<file path="config.mk">
export PLATFORM = sky130hd
export DESIGN_NAME = serial_signed_subtractor
export DESIGN_NICKNAME = d
export VERILOG_FILES = /design/src/rtl/serial_signed_subtractor.sv
export SDC_FILE = /design/constraint.sdc
export NUM_CORES = 1
export LEC_CHECK = 0
export ABC_CLOCK_PERIOD_IN_PS = 2700
export CAP_MARGIN = 20
export CORE_ASPECT_RATIO = 1.75
export CORE_MARGIN = 4
export CORE_UTILIZATION = 53
export DETAILED_ROUTE_END_ITERATION = 12
export PLACE_DENSITY = 0.83
export RECOVER_POWER = 100
export SYNTH_ARGS = -nofsm -noshare
export SYNTH_HDL_FRONTEND = slang
export SYNTH_SLANG_ARGS = --single-unit
</file>
<file path="constraint.sdc">
create_clock -name clk_i -period 2.7 [get_ports clk_i]
set_input_delay 0.405 -clock clk_i [delete_from_list [all_inputs] [get_ports clk_i]]
set_output_delay 0.405 -clock clk_i [all_outputs]
set_load 0.01 [all_outputs]
</file>
<file path="src/rtl/serial_signed_subtractor.sv">
// serial_signed_subtractor
//   Bit-serial two's-complement subtractor. Computes a - b one bit per clock,
//   LSB first, with a single full-adder cell fed by a and ~b and a carry
//   seeded to 1. The result is exact at WIDTH+1 bits, with flags for signed
//   overflow of the WIDTH-bit result and for unsigned borrow.
//
// Ports
//   clk_i        clock, rising edge
//   rst_i        synchronous active-high reset
//   in_valid_i   operand pair on a_i/b_i is valid
//   in_ready_o   block can accept an operand pair (IDLE and not in reset)
//   a_i          minuend, two's complement, WIDTH bits
//   b_i          subtrahend, two's complement, WIDTH bits
//   out_valid_o  result fields are valid
//   out_ready_i  consumer accepts the result
//   diff_o       exact signed difference a - b, WIDTH+1 bits
//   overflow_o   WIDTH-bit truncated difference overflowed (signed)
//   borrow_o     unsigned borrow (inverted carry out of bit WIDTH-1)
module serial_signed_subtractor #(
   parameter int WIDTH = 8
) (
   input  logic             clk_i,
   input  logic             rst_i,
   input  logic             in_valid_i,
   output logic             in_ready_o,
   input  logic [WIDTH-1:0] a_i,
   input  logic [WIDTH-1:0] b_i,
   output logic             out_valid_o,
   input  logic             out_ready_i,
   output logic [WIDTH:0]   diff_o,
   output logic             overflow_o,
   output logic             borrow_o
);

   localparam int CW = (WIDTH > 1) ? $clog2(WIDTH) : 1;

   typedef enum logic [1:0] {IDLE, RUN, DONE} state_t;

   state_t           state_q, state_d;
   // The A register doubles as the result register: each sum bit enters at
   // the MSB while the consumed minuend bit leaves at the LSB.
   logic [WIDTH-1:0] a_q, a_d;
   logic [WIDTH-1:0] b_q, b_d;
   logic             carry_q, carry_d;
   logic [CW-1:0]    cnt_q, cnt_d;
   logic [WIDTH:0]   diff_q, diff_d;
   logic             ovf_q, ovf_d;
   logic             brw_q, brw_d;
   logic             valid_q, valid_d;

   logic             sum_bit;
   logic             carry_out;
   logic             last_bit;

   assign sum_bit   = a_q[0] ^ b_q[0] ^ carry_q;
   assign carry_out = (a_q[0] & b_q[0]) | (a_q[0] & carry_q) | (b_q[0] & carry_q);
   assign last_bit  = (cnt_q == CW'(WIDTH - 1));

   always_comb begin
      state_d = state_q;
      a_d     = a_q;
      b_d     = b_q;
      carry_d = carry_q;
      cnt_d   = cnt_q;
      diff_d  = diff_q;
      ovf_d   = ovf_q;
      brw_d   = brw_q;
      valid_d = valid_q;
      case (state_q)
         IDLE: begin
            if (in_valid_i) begin
               a_d     = a_i;
               b_d     = ~b_i;
               carry_d = 1'b1;
               cnt_d   = '0;
               diff_d  = '0;
               ovf_d   = 1'b0;
               brw_d   = 1'b0;
               state_d = RUN;
            end
         end
         RUN: begin
            a_d     = {sum_bit, a_q[WIDTH-1:1]};
            b_d     = {1'b0, b_q[WIDTH-1:1]};
            carry_d = carry_out;
            cnt_d   = cnt_q + CW'(1);
            if (last_bit) begin
               // Bit WIDTH is the sum of the sign-extended operand MSBs
               // and the final carry, which makes the result exact.
               diff_d  = {a_q[0] ^ b_q[0] ^ carry_out, sum_bit, a_q[WIDTH-1:1]};
               ovf_d   = carry_q ^ carry_out;
               brw_d   = ~carry_out;
               valid_d = 1'b1;
               cnt_d   = '0;
               state_d = DONE;
            end
         end
         DONE: begin
            if (out_ready_i) begin
               valid_d = 1'b0;
               state_d = IDLE;
            end
         end
         default: state_d = IDLE;
      endcase
   end

   always_ff @(posedge clk_i) begin
      if (rst_i) begin
         state_q <= IDLE;
         a_q     <= '0;
         b_q     <= '0;
         carry_q <= 1'b0;
         cnt_q   <= '0;
         diff_q  <= '0;
         ovf_q   <= 1'b0;
         brw_q   <= 1'b0;
         valid_q <= 1'b0;
      end else begin
         state_q <= state_d;
         a_q     <= a_d;
         b_q     <= b_d;
         carry_q <= carry_d;
         cnt_q   <= cnt_d;
         diff_q  <= diff_d;
         ovf_q   <= ovf_d;
         brw_q   <= brw_d;
         valid_q <= valid_d;
      end
   end

   assign in_ready_o  = (state_q == IDLE) & ~rst_i;
   assign out_valid_o = valid_q;
   assign diff_o      = diff_q;
   assign overflow_o  = ovf_q;
   assign borrow_o    = brw_q;

endmodule

</file>
# Word-level counts from Yosys, hierarchy flattened
# Cells that the tools add are included.
op_classes:
  addsub: 1
  n_eq_ne: 6
  muxes: 24
  bitwise: 13
  reduce_logical: 7
op_table:
  columns: ["cell", "count"]
  rows:
  - ["8-bit case mux with 2 select lines", 2]
  - ["9-bit two-way mux", 2]
  - ["9-bit case mux with 2 select lines", 1]
  - ["8-bit two-way mux", 2]
  - ["3-bit AND reduction", 3]
  - ["8-bit NOT", 1]
  - ["1-bit case mux with 2 select lines", 4]
  - ["1-bit two-way mux", 6]
  - ["2-bit two-way mux", 3]
  - ["3-bit two-way mux", 2]
  - ["2-bit inequality test (second input constant)", 3]
  - ["2-bit case mux with 3 select lines", 1]
  - ["3-bit case mux with 2 select lines", 1]
  - ["1-bit AND", 4]
  - ["2-bit nonzero test", 2]
  - ["1-bit XOR", 4]
  - ["3-bit by 1-bit adder with 3-bit output (second input constant)", 1]
  - ["3-bit equality test (second input constant)", 1]
  - ["2-bit by 1-bit equality test with 1-bit output (second input constant)", 1]
  - ["2-bit equality test (second input constant)", 1]
  - ["2-bit logical NOT", 1]
  - ["1-bit NOT", 2]
  - ["1-bit OR", 2]
  - ["2-bit AND reduction", 1]
word_totals:
  reg_bits: 34
  input_bits: 20
  output_inout_bits: 13
  elab_cells: 60

# Logic depth before layout (Yosys ltp)
# Gate-level depths: netlist of run 1.
depth:
  depth_word: 6
  depth_mapped: 6
  depth_no_buf: 5

# Worst setup path before layout of run 1
# OpenSTA, ideal clock, no wires.
synth_path:
  path_type: "register -> register"
  from: "register carry_q"
  to: "register diff_q[7] (netlist: diff_o[7])"
  setup_ps: 71
  arrival_time_ps: 1463
  required_time_ps: 2629
  setup_slack_ps: 1166
  path_stages_with_launch: 5
  n_path_buf: 0
  period_less_slack_ps: 1534
  cell_sequence: "dfxtp_1 inv_1 fa_1 or4_1 a21oi_1"
synth_via:
  elab_chain_len: 3
synth_rtl:
  columns: ["element", "line_no", "text"]
  rows:
  - ["start: declaration", "44", "logic carry_q, carry_d;"]
  - ["start signal: assignment", "123", "carry_q <= carry_d;"]
  - ["1-bit XOR", "55", "assign sum_bit = a_q[0] ^ b_q[0] ^ carry_q;"]
  - ["9-bit two-way mux", "87", "if (last_bit) begin"]
  - ["9-bit case mux with 2 select lines", "69", "case (state_q)"]
  - ["end signal: assignment", "125", "diff_q <= diff_d;"]
  - ["end: declaration", "46", "logic [WIDTH:0] diff_q, diff_d;"]
# Every way passes these cells. The select of a mux whose other input is x is not followed.
# A chain may end at the register's enable or synchronous reset.

# Final worst setup path of run 1
layout_path:
  from: "register state_q[1]"
  to: "output in_ready_o"
layout_via:
  elab_chain_len: 2
layout_rtl:
  columns: ["element", "line_no", "text"]
  rows:
  - ["start: declaration", "39", "state_t state_q, state_d;"]
  - ["start signal: assignment", "120", "state_q <= state_d;"]
  - ["2-bit logical NOT", "132", "assign in_ready_o = (state_q == IDLE) & ~rst_i;"]
  - ["1-bit AND", "132", null]
  - ["end: declaration", "25", "output logic in_ready_o,"]
# Every way passes these cells.

==> results of run 1 <==
==> cells by family (layout without fill, tap and decap cells) <==
group / Yosys count / in the layout / synth area share
adders and majority gates: 5 / 5 / 0.0501
and+or+nand+nor: 62 / 62 / 0.211
buffers and inverters: 20 / 45 / 0.0581
AOI/OAI and AO/OA: 55 / 55 / 0.223
DFF: 34 / 34 / 0.439
xor gates and xnor gates: 1 / 1 / 0.00566
muxes: 2 / 2 / 0.0129
==> synth_stat cells (all sizes together) <==
cell and n:
o31ai 7, nand4 9, nand3b 6, ha 3
nor2 22, or4 2, a22oi 4, o21ba 1
nand2 8, a221oi 2, nand2b 3, dfxtp 34
o21bai 1, a2bb2oi 1, a211oi 7, xnor2 1
o21ai 11, buf 6, a21oi 20, or3 1
and2 7, clkbuf 9, inv 4, o21a 1
clkinv 1, nor3 2, and2b 1, fa 2
mux2i 2, nor4b 1
==> metrics by stage <==
stage	cell area [um2]	total power, uW
global route	1910	1080
CTS	1920	1040
detailed placement	1840	694
global placement	1840	687
finish	1910	1030
floorplan	1550	645
==> state kept, by name, summed over array words and instances (netlist names) <==
signal / count
borrow_o: 1
a_q: 8
diff_o: 9
out_valid_o: 1
state_q: 2
b_q: 8
carry_q: 1
cnt_q: 3
overflow_o: 1
==> report_power, final <==
| part | internal, uW | switching (uW) | total (uW) |
|---|---|---|---|
| Clock | 173 | 172 | 345 |
| Combinational | 65.7 | 67.0 | 133 |
| Sequential | 528 | 21.6 | 549 |
==> path summary, 6_finish.rpt <==
check                                 from          to  cells past startpoint  slack [ps]
worst max-delay path            state_q[1]  in_ready_o                      2         530
worst min-delay path              borrow_o    borrow_o                      2         480
worst max register to register  state_q[0]   diff_o[7]                      3         540
worst min register to register    borrow_o    borrow_o                      2         480
==> worst register-to-register path: stages, from the launching register on <==
cell and delay, ps:
dfxtp_1 730, nand2b_1 570, or4_1 640, a21oi_1 140
==> final cells by class <==
class / count / share of cell area
Multi-Input combinational cell: 125 / 0.404
Inverter: 5 / 0.00982
Timing Repair Buffer: 33 / 0.171
Sequential cell: 34 / 0.356
Tap cell: 27 / 0.0177
Clock buffer: 5 / 0.0360
Clock inverter: 2 / 0.00524
==> routing by layer <==
metal | GRT usage | routed length (um) | vias to the layer above
met3 | 0.0542 | 152 | 8
li1 | - | - | 686
met1 | 0.186 | 1280 | 664
met2 | 0.338 | 1810 | 36
met5 | 0 | 0 | -
met4 | 0.0970 | 80 | 0
==> results.toml, run 1 <==
[run_status]
outcome = "finished, final reports clean"

[global_routing]
overflow = 0
grtUsageTotal = 0.186
antenna_found_initial = 0
grt_max_degree = 36
grt_pass1_wl_um = 5720
grt_pass1_vias = 1340

[final_layout]
fill_cells = 247
multi_input_comb_area_um2 = 772
finish.net_count = 229
drive_gt1_frac = 0.0441
layout_commonest_cell = "dfxtp_1"
areaGrowthSynthToFinish_pct = 23.4
seqCellArea_um2 = 681
fin_cells = 231
post-route-util = 0.695
num_antenna_cells = 0
final_cell_mix = "34 x dfxtp_1, 22 x nor2_1, 20 x a21oi_1"

[critical_path]
critical_path.startpoint_type = "register"
cp-end-kind = "primary output"
crit_family = "flip-flops"
cpPeakStageDelay_ps = 720
cpMaxStageDelayCell = "dfxtp_1"
cp_max_fo = 23
cp.required_ps = 2300
critPathArrivalTime_ps = 1760
crit_chain = "nor3_1, dlygate4sd3_1"
crit_type = "reg2out"
critPathBufInv = 1

[placed_design]
dp_cells = 224
portBuffers = 32
gp_congestion = 0.839
detailed_place_hpwl_um = 2450
post-place-ws_ps = 663

[synthesis]
synth_area_leaders = "dfxtp_1 44%, a21oi_1 6.5%, nor2_1 5.3%"
synth_top_area_share = 0.439
yosysSeqAreaShare = 0.439
synth_seq_cells = 34
post-synth-top-area-cell = "dfxtp_1"
synth_area_mm2 = 0.00155
synth_area_per_cell_um2 = 8.65
syn_nets = 204
synth_cell_types = 34
yosysWarnings = 0
synth_cells = 179

[floorplanning]
die_h_um = 79.5
die_area_mm2 = 0.00389
start_util = 0.563
core-area_mm2 = 0.00275
die_w_um = 48.9
rows = 25
io_pins = 33

[timing]
fmax_mhz = 462
setup_viol = 0
post-route-min-period_ps = 2170
fin_tns_setup_ps = 0
min_period_over_period = 0.802
holdWs_ps = 476
maxSlewViolCount = 0
hold_viol = 0
fin_skew_ps = 5.82
worst_pin_slew_ps = 1290
rsz0062_at_grt = "false"
slew_headroom = 0.139
worst_slack_ps = 534

[clock_tree]
cts_sinks = 34
cts_tree = "done"
cts_buffers = 5
cts_hold_buf = 0
cts_resized = 0
cts_max_level = 2
cts_max_path_buffers = 2
cts_setup_buffers = 0
cts_root_buf = "clkbuf_8"
clk_pin_slew_ps = 60
clk_latency_ps = 280

[route]
viasPerCell = 6.03
ant_nets = 0
dr_total_vias = 1394
wirelength_um = 3330
drt_iter0_drc = 21
wl_per_cell_um = 14.4
firstDrtPassIters = 5
drc = 0

[power_and_ir_drop]
p_leak_uw = 0.000744
peakVddDrop_uv = 437
power_density_mw_per_mm2 = 537

[hold_path]
hold_path_class = "reg2reg"

[job]
drv_cap = 0
Power figures use the tool's default switching activity.
==> run 2, diff against run 1 <==
--- a/config.mk
+++ b/config.mk
@@ -5,13 +5,13 @@
 export SDC_FILE = /design/constraint.sdc
 export NUM_CORES = 1
 export LEC_CHECK = 0
-export ABC_CLOCK_PERIOD_IN_PS = 2700
+export ABC_CLOCK_PERIOD_IN_PS = 2000
 export CAP_MARGIN = 20
 export CORE_ASPECT_RATIO = 1.75
 export CORE_MARGIN = 4
-export CORE_UTILIZATION = 53
+export CORE_UTILIZATION = 50
 export DETAILED_ROUTE_END_ITERATION = 12
-export PLACE_DENSITY = 0.83
+export PLACE_DENSITY = 0.79
 export RECOVER_POWER = 100
 export SYNTH_ARGS = -nofsm -noshare
 export SYNTH_HDL_FRONTEND = slang
==> constraint.sdc (replaced) <==
create_clock -name clk_i -period 2 [get_ports clk_i]
set_input_delay 0.3 -clock clk_i [delete_from_list [all_inputs] [get_ports clk_i]]
set_output_delay 0.3 -clock clk_i [all_outputs]
set_load 0.01 [all_outputs]
==> results.toml, run 2 (synthesis results as in run 1) <==
[final_layout]
num_antenna_cells = 0
drive_gt1_frac = 0.0711
final_cell_mix = "34 x dfxtp_1, 22 x nor2_1, 20 x a21oi_1, 20 x clkdlybuf4s50_1, 12 x dlygate4sd3_1"
areaGrowthSynthToFinish_pct = 29.2
finish.net_count = 235
layout_commonest_cell = "dfxtp_1"
fin_area_mm2 = 0.00200
fin_cells = 253
largest_reg_flops = 9

[floorplanning]
core-area_mm2 = 0.00296
rows = 26
start_util = 0.523
io_pins = 33
die_area_mm2 = 0.00409
die_h_um = 81.6
die_w_um = 50.1

[route]
wirelength_um = 3390
wl_per_cell_um = 13.4
firstDrtPassIters = 4
viasPerCell = 5.53
drc = 0
dr_total_vias = 1398
drt_iter0_drc = 33
ant_nets = 0

[critical_path]
reg2reg_depth = 6
cp.required_ps = 1700
cp_max_fo = 12
worstReg2RegEnd = "diff_o[8]"
crit_type = "reg2out"
worstReg2RegStart = "cnt_q[0]"
critPathArrivalTime_ps = 1530
cp-end-kind = "primary output"
critical_path.startpoint_type = "register"
rrSetupSlack_ps = 340

[global_routing]
antenna_found_initial = 0
grt_pass1_wl_um = 5760
grt_pass1_vias = 1359
grtUsageTotal = 0.183
overflow = 0
grt_max_degree = 36

[timing]
post-route-min-period_ps = 1830
fin_skew_ps = 7.20
worst_pin_slew_ps = 455
min_period_over_period = 0.914
maxSlewViolCount = 0
slew_headroom = 0.696
hold_viol = 0
setup_viol = 0
holdWs_ps = 474
fmax_mhz = 547
fin_tns_setup_ps = 0
worst_slack_ps = 173
rsz0062_at_grt = "false"

[hold_path]
hold_end = "diff_o[8]"
hold_path_class = "reg2reg"
holdPathStages = 2
worstHoldStart = "diff_o[8]"

[clock_tree]
cts_tree = "done"
clk_pin_slew_ps = 70
cts_max_path_buffers = 2
cts_resized = 0
cts_hold_buf = 0
clk_latency_ps = 290
cts_root_buf = "clkbuf_8"
cts_sinks = 34
cts_setup_buffers = 0
cts_buffers = 5
cts_max_level = 2

[power_and_ir_drop]
power_density_mw_per_mm2 = 770
p_leak_uw = 0.000786
peakVddDrop_uv = 527

[placed_design]
portBuffers = 32
dp_cells = 245
post-place-ws_ps = 232
detailed_place_hpwl_um = 2560
place_area_mm2 = 0.00190
gp_congestion = 0.827

[job]
drv_cap = 0

[run_status]
outcome = "finished, final reports clean"
## run 2: cell count changes in the layout (fill, tap and decap cells not counted), sizes merged
cell and delta:
clkdlybuf4s50 +1, clkbuf +3, bufinv +1, dlygate4sd3 -1, buf +3
## run 2: layout make-up
type | instances | area (um2)
clock inverter | 3 | 40.0
clock buffer | 5 | 68.8
timing repair buffer | 39 | 363
sequential | 34 | 681
tap | 42 | 52.6
multi-input combinational | 125 | 778
inverter | 5 | 18.8
fill | 247 | 958
## run 2: report_power, final
part           internal [uW]  switching (uW)  total [uW]
sequential               712            26.5         739
clock                    366             247         613
combinational           94.3            95.0         189
## run 2: worst max-delay path by stage
| stage | slack, ps | startpoint | cells past startpoint | to |
|---|---|---|---|---|
| after floorplan | 470 | carry_q | 4 | diff_o[7] |
| after global placement | 220 | rst_i | 3 | in_ready_o |
| after detailed placement | 230 | rst_i | 3 | in_ready_o |
| after CTS | 170 | state_q[0] | 2 | in_ready_o |
| after global routing | 110 | state_q[0] | 2 | in_ready_o |
| final | 170 | state_q[0] | 2 | in_ready_o |
## run 2: metal layers
layer  global-route usage  vias up  share of wire
met4               0.0997        0          0.032
met3               0.0544       11          0.046
met5                    0        -              0
met2                0.332       36           0.53
met1                0.183      650           0.39
li1                     -      701              -
## run 2: worst max-delay path, stage by stage (launching register included)
cell	delay, ps
dfxtp_1	450
nor3_1	230
clkdlybuf4s50_1	560
## run 2: per-stage QoR
| stage | utilization | power [uW] |
|---|---|---|
| 2_1_floorplan | - | 871 |
| 5_1_grt | 0.676 | 1610 |
| 4_1_cts | 0.680 | 1560 |
| 3_5_place_dp | 0.643 | 948 |
| 6_report | 0.676 | 1540 |
| 3_3_place_gp | 0.643 | 936 |
